$ cat src/rtl/mem_port_unit.sv
// Memory-port stage in front of the microcoded controller: turns per-state
// MemRead/MemWrite requests into one handshaked access and owns the IR and MDR.
module mem_port_unit #(
   parameter int WORD_SIZE = 16,
   parameter int TIMEOUT   = 255
) (
   input  logic                 clk,
   input  logic                 reset_n,
   input  logic [WORD_SIZE-1:0] pc,
   input  logic [WORD_SIZE-1:0] alu_out,
   input  logic [WORD_SIZE-1:0] write_data,
   input  logic                 IorD,
   input  logic                 MemRead,
   input  logic                 MemWrite,
   input  logic                 IRWrite,
   output logic                 readM,
   output logic                 writeM,
   output logic [WORD_SIZE-1:0] address,
   output logic [WORD_SIZE-1:0] mem_wdata,
   input  logic [WORD_SIZE-1:0] mem_rdata,
   input  logic                 mem_ready,
   output logic [WORD_SIZE-1:0] inst,
   output logic [WORD_SIZE-1:0] mdr,
   output logic                 mem_busy,
   output logic                 bus_error
);

   typedef enum logic [1:0] {IDLE, REQ, DONE} state_t;

   // The wait counter times out on the cycle it already holds TIMEOUT-1.
   localparam logic [7:0] TIMEOUT_LAST = 8'(TIMEOUT - 1);

   state_t               state_reg, state_next;
   logic [7:0]           cnt_reg;
   logic                 op_write_reg, dest_reg;
   logic                 read_strobe_reg, write_strobe_reg;
   logic                 bus_error_reg;
   logic [WORD_SIZE-1:0] address_reg, wdata_reg, inst_reg, mdr_reg;

   logic start_req, finish_ok, finish_timeout;

   always_comb begin
      state_next     = state_reg;
      mem_busy       = 1'b0;
      start_req      = 1'b0;
      finish_ok      = 1'b0;
      finish_timeout = 1'b0;
      case (state_reg)
         IDLE: begin
            if (MemRead || MemWrite) begin
               mem_busy   = 1'b1;
               start_req  = 1'b1;
               state_next = REQ;
            end
         end
         REQ: begin
            mem_busy = 1'b1;
            if (mem_ready) begin
               finish_ok  = 1'b1;
               state_next = DONE;
            end else if (cnt_reg == TIMEOUT_LAST) begin
               finish_timeout = 1'b1;
               state_next     = DONE;
            end
         end
         DONE:    state_next = IDLE;
         default: state_next = IDLE;
      endcase
   end

   always_ff @(posedge clk or negedge reset_n) begin
      if (!reset_n) begin
         state_reg <= IDLE;
      end else begin
         state_reg <= state_next;
      end
   end

   always_ff @(posedge clk or negedge reset_n) begin
      if (!reset_n) begin
         cnt_reg          <= 8'd0;
         op_write_reg     <= 1'b0;
         dest_reg         <= 1'b0;
         read_strobe_reg  <= 1'b0;
         write_strobe_reg <= 1'b0;
         bus_error_reg    <= 1'b0;
         address_reg      <= '0;
         wdata_reg        <= '0;
         inst_reg         <= '0;
         mdr_reg          <= '0;
      end else begin
         if (start_req) begin
            // A simultaneous read+write request is resolved as a write and flagged.
            address_reg      <= IorD ? alu_out : pc;
            wdata_reg        <= write_data;
            op_write_reg     <= MemWrite;
            dest_reg         <= IRWrite;
            cnt_reg          <= 8'd0;
            read_strobe_reg  <= ~MemWrite;
            write_strobe_reg <= MemWrite;
            if (MemRead && MemWrite) begin
               bus_error_reg <= 1'b1;
            end
         end else if (state_reg == REQ && !finish_ok && !finish_timeout) begin
            cnt_reg <= cnt_reg + 8'd1;
         end

         if (finish_ok || finish_timeout) begin
            read_strobe_reg  <= 1'b0;
            write_strobe_reg <= 1'b0;
         end
         if (finish_timeout) begin
            bus_error_reg <= 1'b1;
         end
         if (finish_ok && !op_write_reg) begin
            if (dest_reg) begin
               inst_reg <= mem_rdata;
            end else begin
               mdr_reg <= mem_rdata;
            end
         end
      end
   end

   assign readM     = read_strobe_reg;
   assign writeM    = write_strobe_reg;
   assign address   = address_reg;
   assign mem_wdata = wdata_reg;
   assign inst      = inst_reg;
   assign mdr       = mdr_reg;
   assign bus_error = bus_error_reg;

endmodule

$ cat config.mk
export PLATFORM = sky130hd
export DESIGN_NAME = mem_port_unit
export DESIGN_NICKNAME = d
export VERILOG_FILES = /design/src/rtl/mem_port_unit.sv
export SDC_FILE = /design/constraint.sdc
export NUM_CORES = 1
export LEC_CHECK = 0
export ABC_AREA = 1
export ABC_CLOCK_PERIOD_IN_PS = 1290
export CORE_MARGIN = 8
export CORE_UTILIZATION = 39
export DETAILED_ROUTE_END_ITERATION = 8
export HOLD_SLACK_MARGIN = 0.15
export PLACE_DENSITY_LB_ADDON = 0.08
export SETUP_SLACK_MARGIN = 0.2
export SLEW_MARGIN = 20
export SYNTH_ARGS = -nofsm -noshare
export SYNTH_HDL_FRONTEND = slang
export SYNTH_SLANG_ARGS = --single-unit
$ cat constraint.sdc
create_clock -name clk -period 1.29 [get_ports clk]
set_input_delay 0.258 -clock clk [delete_from_list [all_inputs] [get_ports clk]]
set_output_delay 0.258 -clock clk [all_outputs]
set_load 0.02 [all_outputs]
; After elaboration in Yosys (flattened, before gate mapping)
; Index checks and enable logic that the tools add are counted.
[word_totals]
ff_bits = 79
input_bits = 71
elab_cells = 58
[classes]
mux = 22
reduce_logical = 18
n_bitwise = 2
n_addsub = 1
n_eq_ne = 4
[ops]
columns = op, count
row1 = 16-bit 2-to-1 mux, 1
row2 = 8-bit 2-to-1 mux, 2
row3 = 1-bit 2-to-1 mux, 14
row4 = 8-bit by 1-bit adder with 8-bit output (second input constant), 1
row5 = 8-bit equality test (second input constant), 1
row6 = 2-bit AND reduction, 4
row7 = 2-bit nonzero test, 4
row8 = 2-bit 2-to-1 mux, 3
row9 = 1-bit logical AND, 4
row10 = 2-bit case mux with 2 select lines, 1
row11 = 1-bit zero test, 3
row12 = 3-bit != test (second input constant), 1
row13 = 2-bit by 1-bit equality test with 1-bit output (second input constant), 1
row14 = 2-bit zero test, 1
row15 = 1-bit logical OR, 2
row16 = 2-bit != test (second input constant), 1
row17 = 1-bit inverter, 2
row18 = 1-bit case mux with 2 select lines, 1

; Depth between registers and ports, before layout
[depth]
depth_word = 8
mapped_depth = 10
mapped_depth_nobuf = 10

; Worst setup path after synthesis
; OpenSTA, ideal clock, no wires.
[synth_timing]
kind = register to output
from = register state_reg[0]
to = output port mem_busy
stages_incl_launch_ff = 6
path_buffers = 2
arrival_ns = 1.077
path_slack_ns = -0.045
path_cell_list = dfrtp_1 nor2_2 o21ai_2 buf_6 buf_2 nand2_1
[synth_via]
elab_chain_cells = 2
word_cells_on_any_way = 3
[synth_lines]
columns = element, line_no
row1 = "start, declared", 33  ; state_t state_reg, state_next;
row2 = "start signal, assigned", 75  ; state_reg <= state_next;
row3 = 2-bit by 1-bit equality test with 1-bit output or 2-bit zero test (tied branches), 48  ; case (state_reg)
row4 = 1-bit case mux with 2 select lines *, 48
row5 = "end, declared", 24  ; output logic mem_busy,
; Every way passes the cells marked *; elsewhere a longest branch is shown, timed or not.

; Final worst setup path
[layout_timing]
from = register state_reg[0]
to = register inst_reg[13] (netlist: inst[13])
[layout_via]
elab_chain_cells = 4
[layout_lines]
columns = element, line_no
row1 = 2-bit by 1-bit equality test with 1-bit output, 48
row2 = 1-bit 2-to-1 mux, 48
row3 = 1-bit logical AND, 115  ; if (finish_ok && !op_write_reg) begin
row4 = 2-bit AND reduction (no line), -
row5 = "end signal, assigned", 117  ; inst_reg <= mem_rdata;
row6 = "end, declared", 38  ; logic [WORD_SIZE-1:0] address_reg, wdata_reg, inst_reg, mdr_reg;
; Every way passes these cells.
; A chain may end at the register's enable or synchronous reset.

==> results.json <==
{
  "synth_top_family_by_area": "simple AND/OR/NAND/NOR gates",
  "rows": 34,
  "yosysTopAreaCellShare_pct": 58.9,
  "cts_inserted_buffers": 9,
  "end_kind": "flop",
  "drt_first_pass_iters": 4,
  "dp.final_hpwl_mm": 6.58,
  "drt_iter0_markers": 173,
  "rr_startpoint": "state_reg[0]$_DFFE_PN0P_",
  "initial_core_util_pct": 39.3,
  "crit_type": "reg -> reg",
  "dr_total_vias": 3315,
  "drt.antenna.violating_nets": 0,
  "grt_pass1_vias": 3117,
  "grt_use_total_pct": 16.5,
  "core_mm2": 0.00855,
  "clock.fmax_mhz": 672,
  "hp-class": "in -> async",
  "reg2reg_to": "inst[13]$_DFFE_PN0P_",
  "synthTopCellsByCount": "nand2_1, dfrtp_1, o21ai_1",
  "routedWlPerCell_um": 16.0,
  "drive_gt1_share_pct": 43.7,
  "htree_levels": 3,
  "routabilityCongestion": 0.789,
  "syn-instance-count": 388,
  "synth_xor_xnor_area_share_pct": 0.782,
  "avgSynthCellArea_um2": 8.66,
  "root_buffer": "clkbuf_8",
  "violations": "negative setup slack",
  "maxSlewViolCount": 0,
  "critical_path.max_fanout": 8,
  "synth_top_area_cell": "dfrtp_1",
  "syn_area_mm2": 0.00336,
  "setup_viol": 78,
  "antenna_found_initial": 0,
  "synthMuxAreaShare_pct": 0,
  "synth_top_flop_cell": "dfrtp_1",
  "synth-compound-area-share_pct": 11.1,
  "period_minus_slack_ps": 1490,
  "portBuffers": 138,
  "overflow": 0,
  "leakage_nw": 3.25,
  "wirelength_mm": 11.3,
  "syn2layout_area_growth_pct": 93.5,
  "cts_tree": "done",
  "vias_per_cell": 4.68,
  "synth_most_common_cell": "nand2_1",
  "fill_cells": 600,
  "fin_crit_sh_pct": 115,
  "die_h_um": 109,
  "p_total_mw": 15.8,
  "r2r_cells": 8,
  "synth-simple-area-share_pct": 20.9,
  "ys_seq_elements": 79,
  "diodes": 0,
  "relSlewSlack_pct": 77.6,
  "die_w_um": 109,
  "clkTransAtPathRegs_ps": 90,
  "ys_types": 25,
  "synthesis.nets": 461,
  "finalNetCount": 669,
  "irDropWorstVdd_mv": 1.42,
  "tightest_slew_ps": 337,
  "clk_latency_ps": 350,
  "cp.required_ps": 1520,
  "worstPathArrival_ps": 1720,
  "grt_pass1_wl_mm": 15.3,
  "outcome": "finished with violations",
  "drcViolationCount": 0,
  "synth_async_sr_flop_share_pct": 100,
  "grt_max_degree": 33,
  "drv_cap": 0,
  "crit_path_start_kind": "flop",
  "io_pins": 139,
  "rsz0062_at_grt": "yes",
  "cts_max_path_buffers": 2,
  "synth_edf_count": 0,
  "p_per_area_mw_per_mm2": 2440,
  "synth_area_leaders": "dfrtp_1, nand2_1, o21ai_1, inv_1, o21ai_0",
  "post-place-ws_ps": -534,
  "yosys.area_share.adder_pct": 0.745,
  "dieArea_mm2": 0.0118,
  "seq_area_frac_synth_pct": 58.9,
  "fin_ws_ps": -198,
  "hold_viol": 0,
  "yosys_warnings": 0,
  "fin_skew_ps": 10.7,
  "clock_sinks": 79,
  "reg2reg_setup_slack_ps": -200
}
timing repair:
action | CTS | global route
setup buffers | 22 | 21
gates cloned | 4 | 10
gates resized for setup | 429 | 120
hold endpoints to repair | 79 | 0
pin swaps | 2 | 25
setup endpoints to repair | 147 | 147
hold buffers | 1 | 0
layout make-up:
class,instances,area [um2],share of cell area (%)
Timing Repair Buffer,214,2430,37.3
Clock buffer,9,124,1.91
Clock inverter,6,86.3,1.33
Tap cell,108,135,2.08
Inverter,44,190,2.93
Sequential cell,79,1980,30.4
Multi-Input combinational cell,248,1560,24.0
worst max path at each step:
| stage | from | end | slack [ps] | depth (start not counted) |
|---|---|---|---|---|
| floorplan | cnt_reg[0]$_DFFE_PN0P_ | cnt_reg[3]$_DFFE_PN0P_ | 60 | 9 |
| global placement | MemRead | mem_busy | -530 | 4 |
| detailed placement | MemRead | mem_busy | -530 | 4 |
| CTS | state_reg[1]$_DFFE_PN0P_ | mem_busy | -170 | 4 |
| global route | state_reg[0]$_DFFE_PN0P_ | inst[0]$_DFFE_PN0P_ | -280 | 8 |
| finish | state_reg[0]$_DFFE_PN0P_ | inst[13]$_DFFE_PN0P_ | -200 | 8 |
where the power goes:
group,internal (mW),switching [mW],total (mW)
clock,1.08,0.917,1.99
combinational,5.07,4.34,9.41
sequential,3.54,0.887,4.43
per-layer routing:
| layer | up-vias | GRT usage (%) | routed length (um) |
|---|---|---|---|
| li1 | 1629 | - | - |
| met1 | 1575 | 20.2 | 4410 |
| met2 | 98 | 26.4 | 5930 |
| met3 | 13 | 5.73 | 835 |
| met4 | 0 | 5.96 | 134 |
| met5 | - | 0 | 0 |
kinds of logic (layout without fill, tap and decap cells):
group,Yosys count,count (layout)
AO/OA/AOI/OAI,72,72
buffers and inverters,61,273
flip-flops,79,79
AND/OR/NAND/NOR,171,171
adder cells (fa/ha/maj),2,2
XOR/XNOR,3,3
critical path, stage by stage, from the launching register on:
cell	delay (ps)
dfrtp_1	410
buf_6	130
nand2_4	60
buf_6	120
nor3_4	210
nand2_4	130
clkbuf_16	190
nand2_2	50
o21ai_1	60
layout by cell type (no fill, tap or decap), types with 4 or more instances in the layout:
cell	n
inv_1	38
buf_4	44
o21ai_2	23
o21ai_1	28
clkdlybuf4s50_1	68
nand3_1	8
nand2_4	28
dfrtp_1	78
nand2_1	85
clkbuf_8	9
nor2_4	4
buf_12	9
clkbuf_16	8
buf_16	5
o21ai_0	16
inv_2	4
nor2_1	7
buf_6	78
nand2_2	34
metrics by stage:
stage / utilization (%) / hold WS (ps) / cells / cell area [um2] / TNS (ps)
CTS: 66.7 / 349 / 677 / 5700 / -8530
finish: 76.0 / 351 / 708 / 6500 / -9970
global route: 76.0 / 377 / 708 / 6500 / -15410
global placement: 58.8 / 184 / 635 / 5030 / -23410
floorplan: - / -37.6 / 388 / 3420 / 0
detailed placement: 58.8 / 183 / 635 / 5030 / -24250
(Power assumes the default switching activity.)
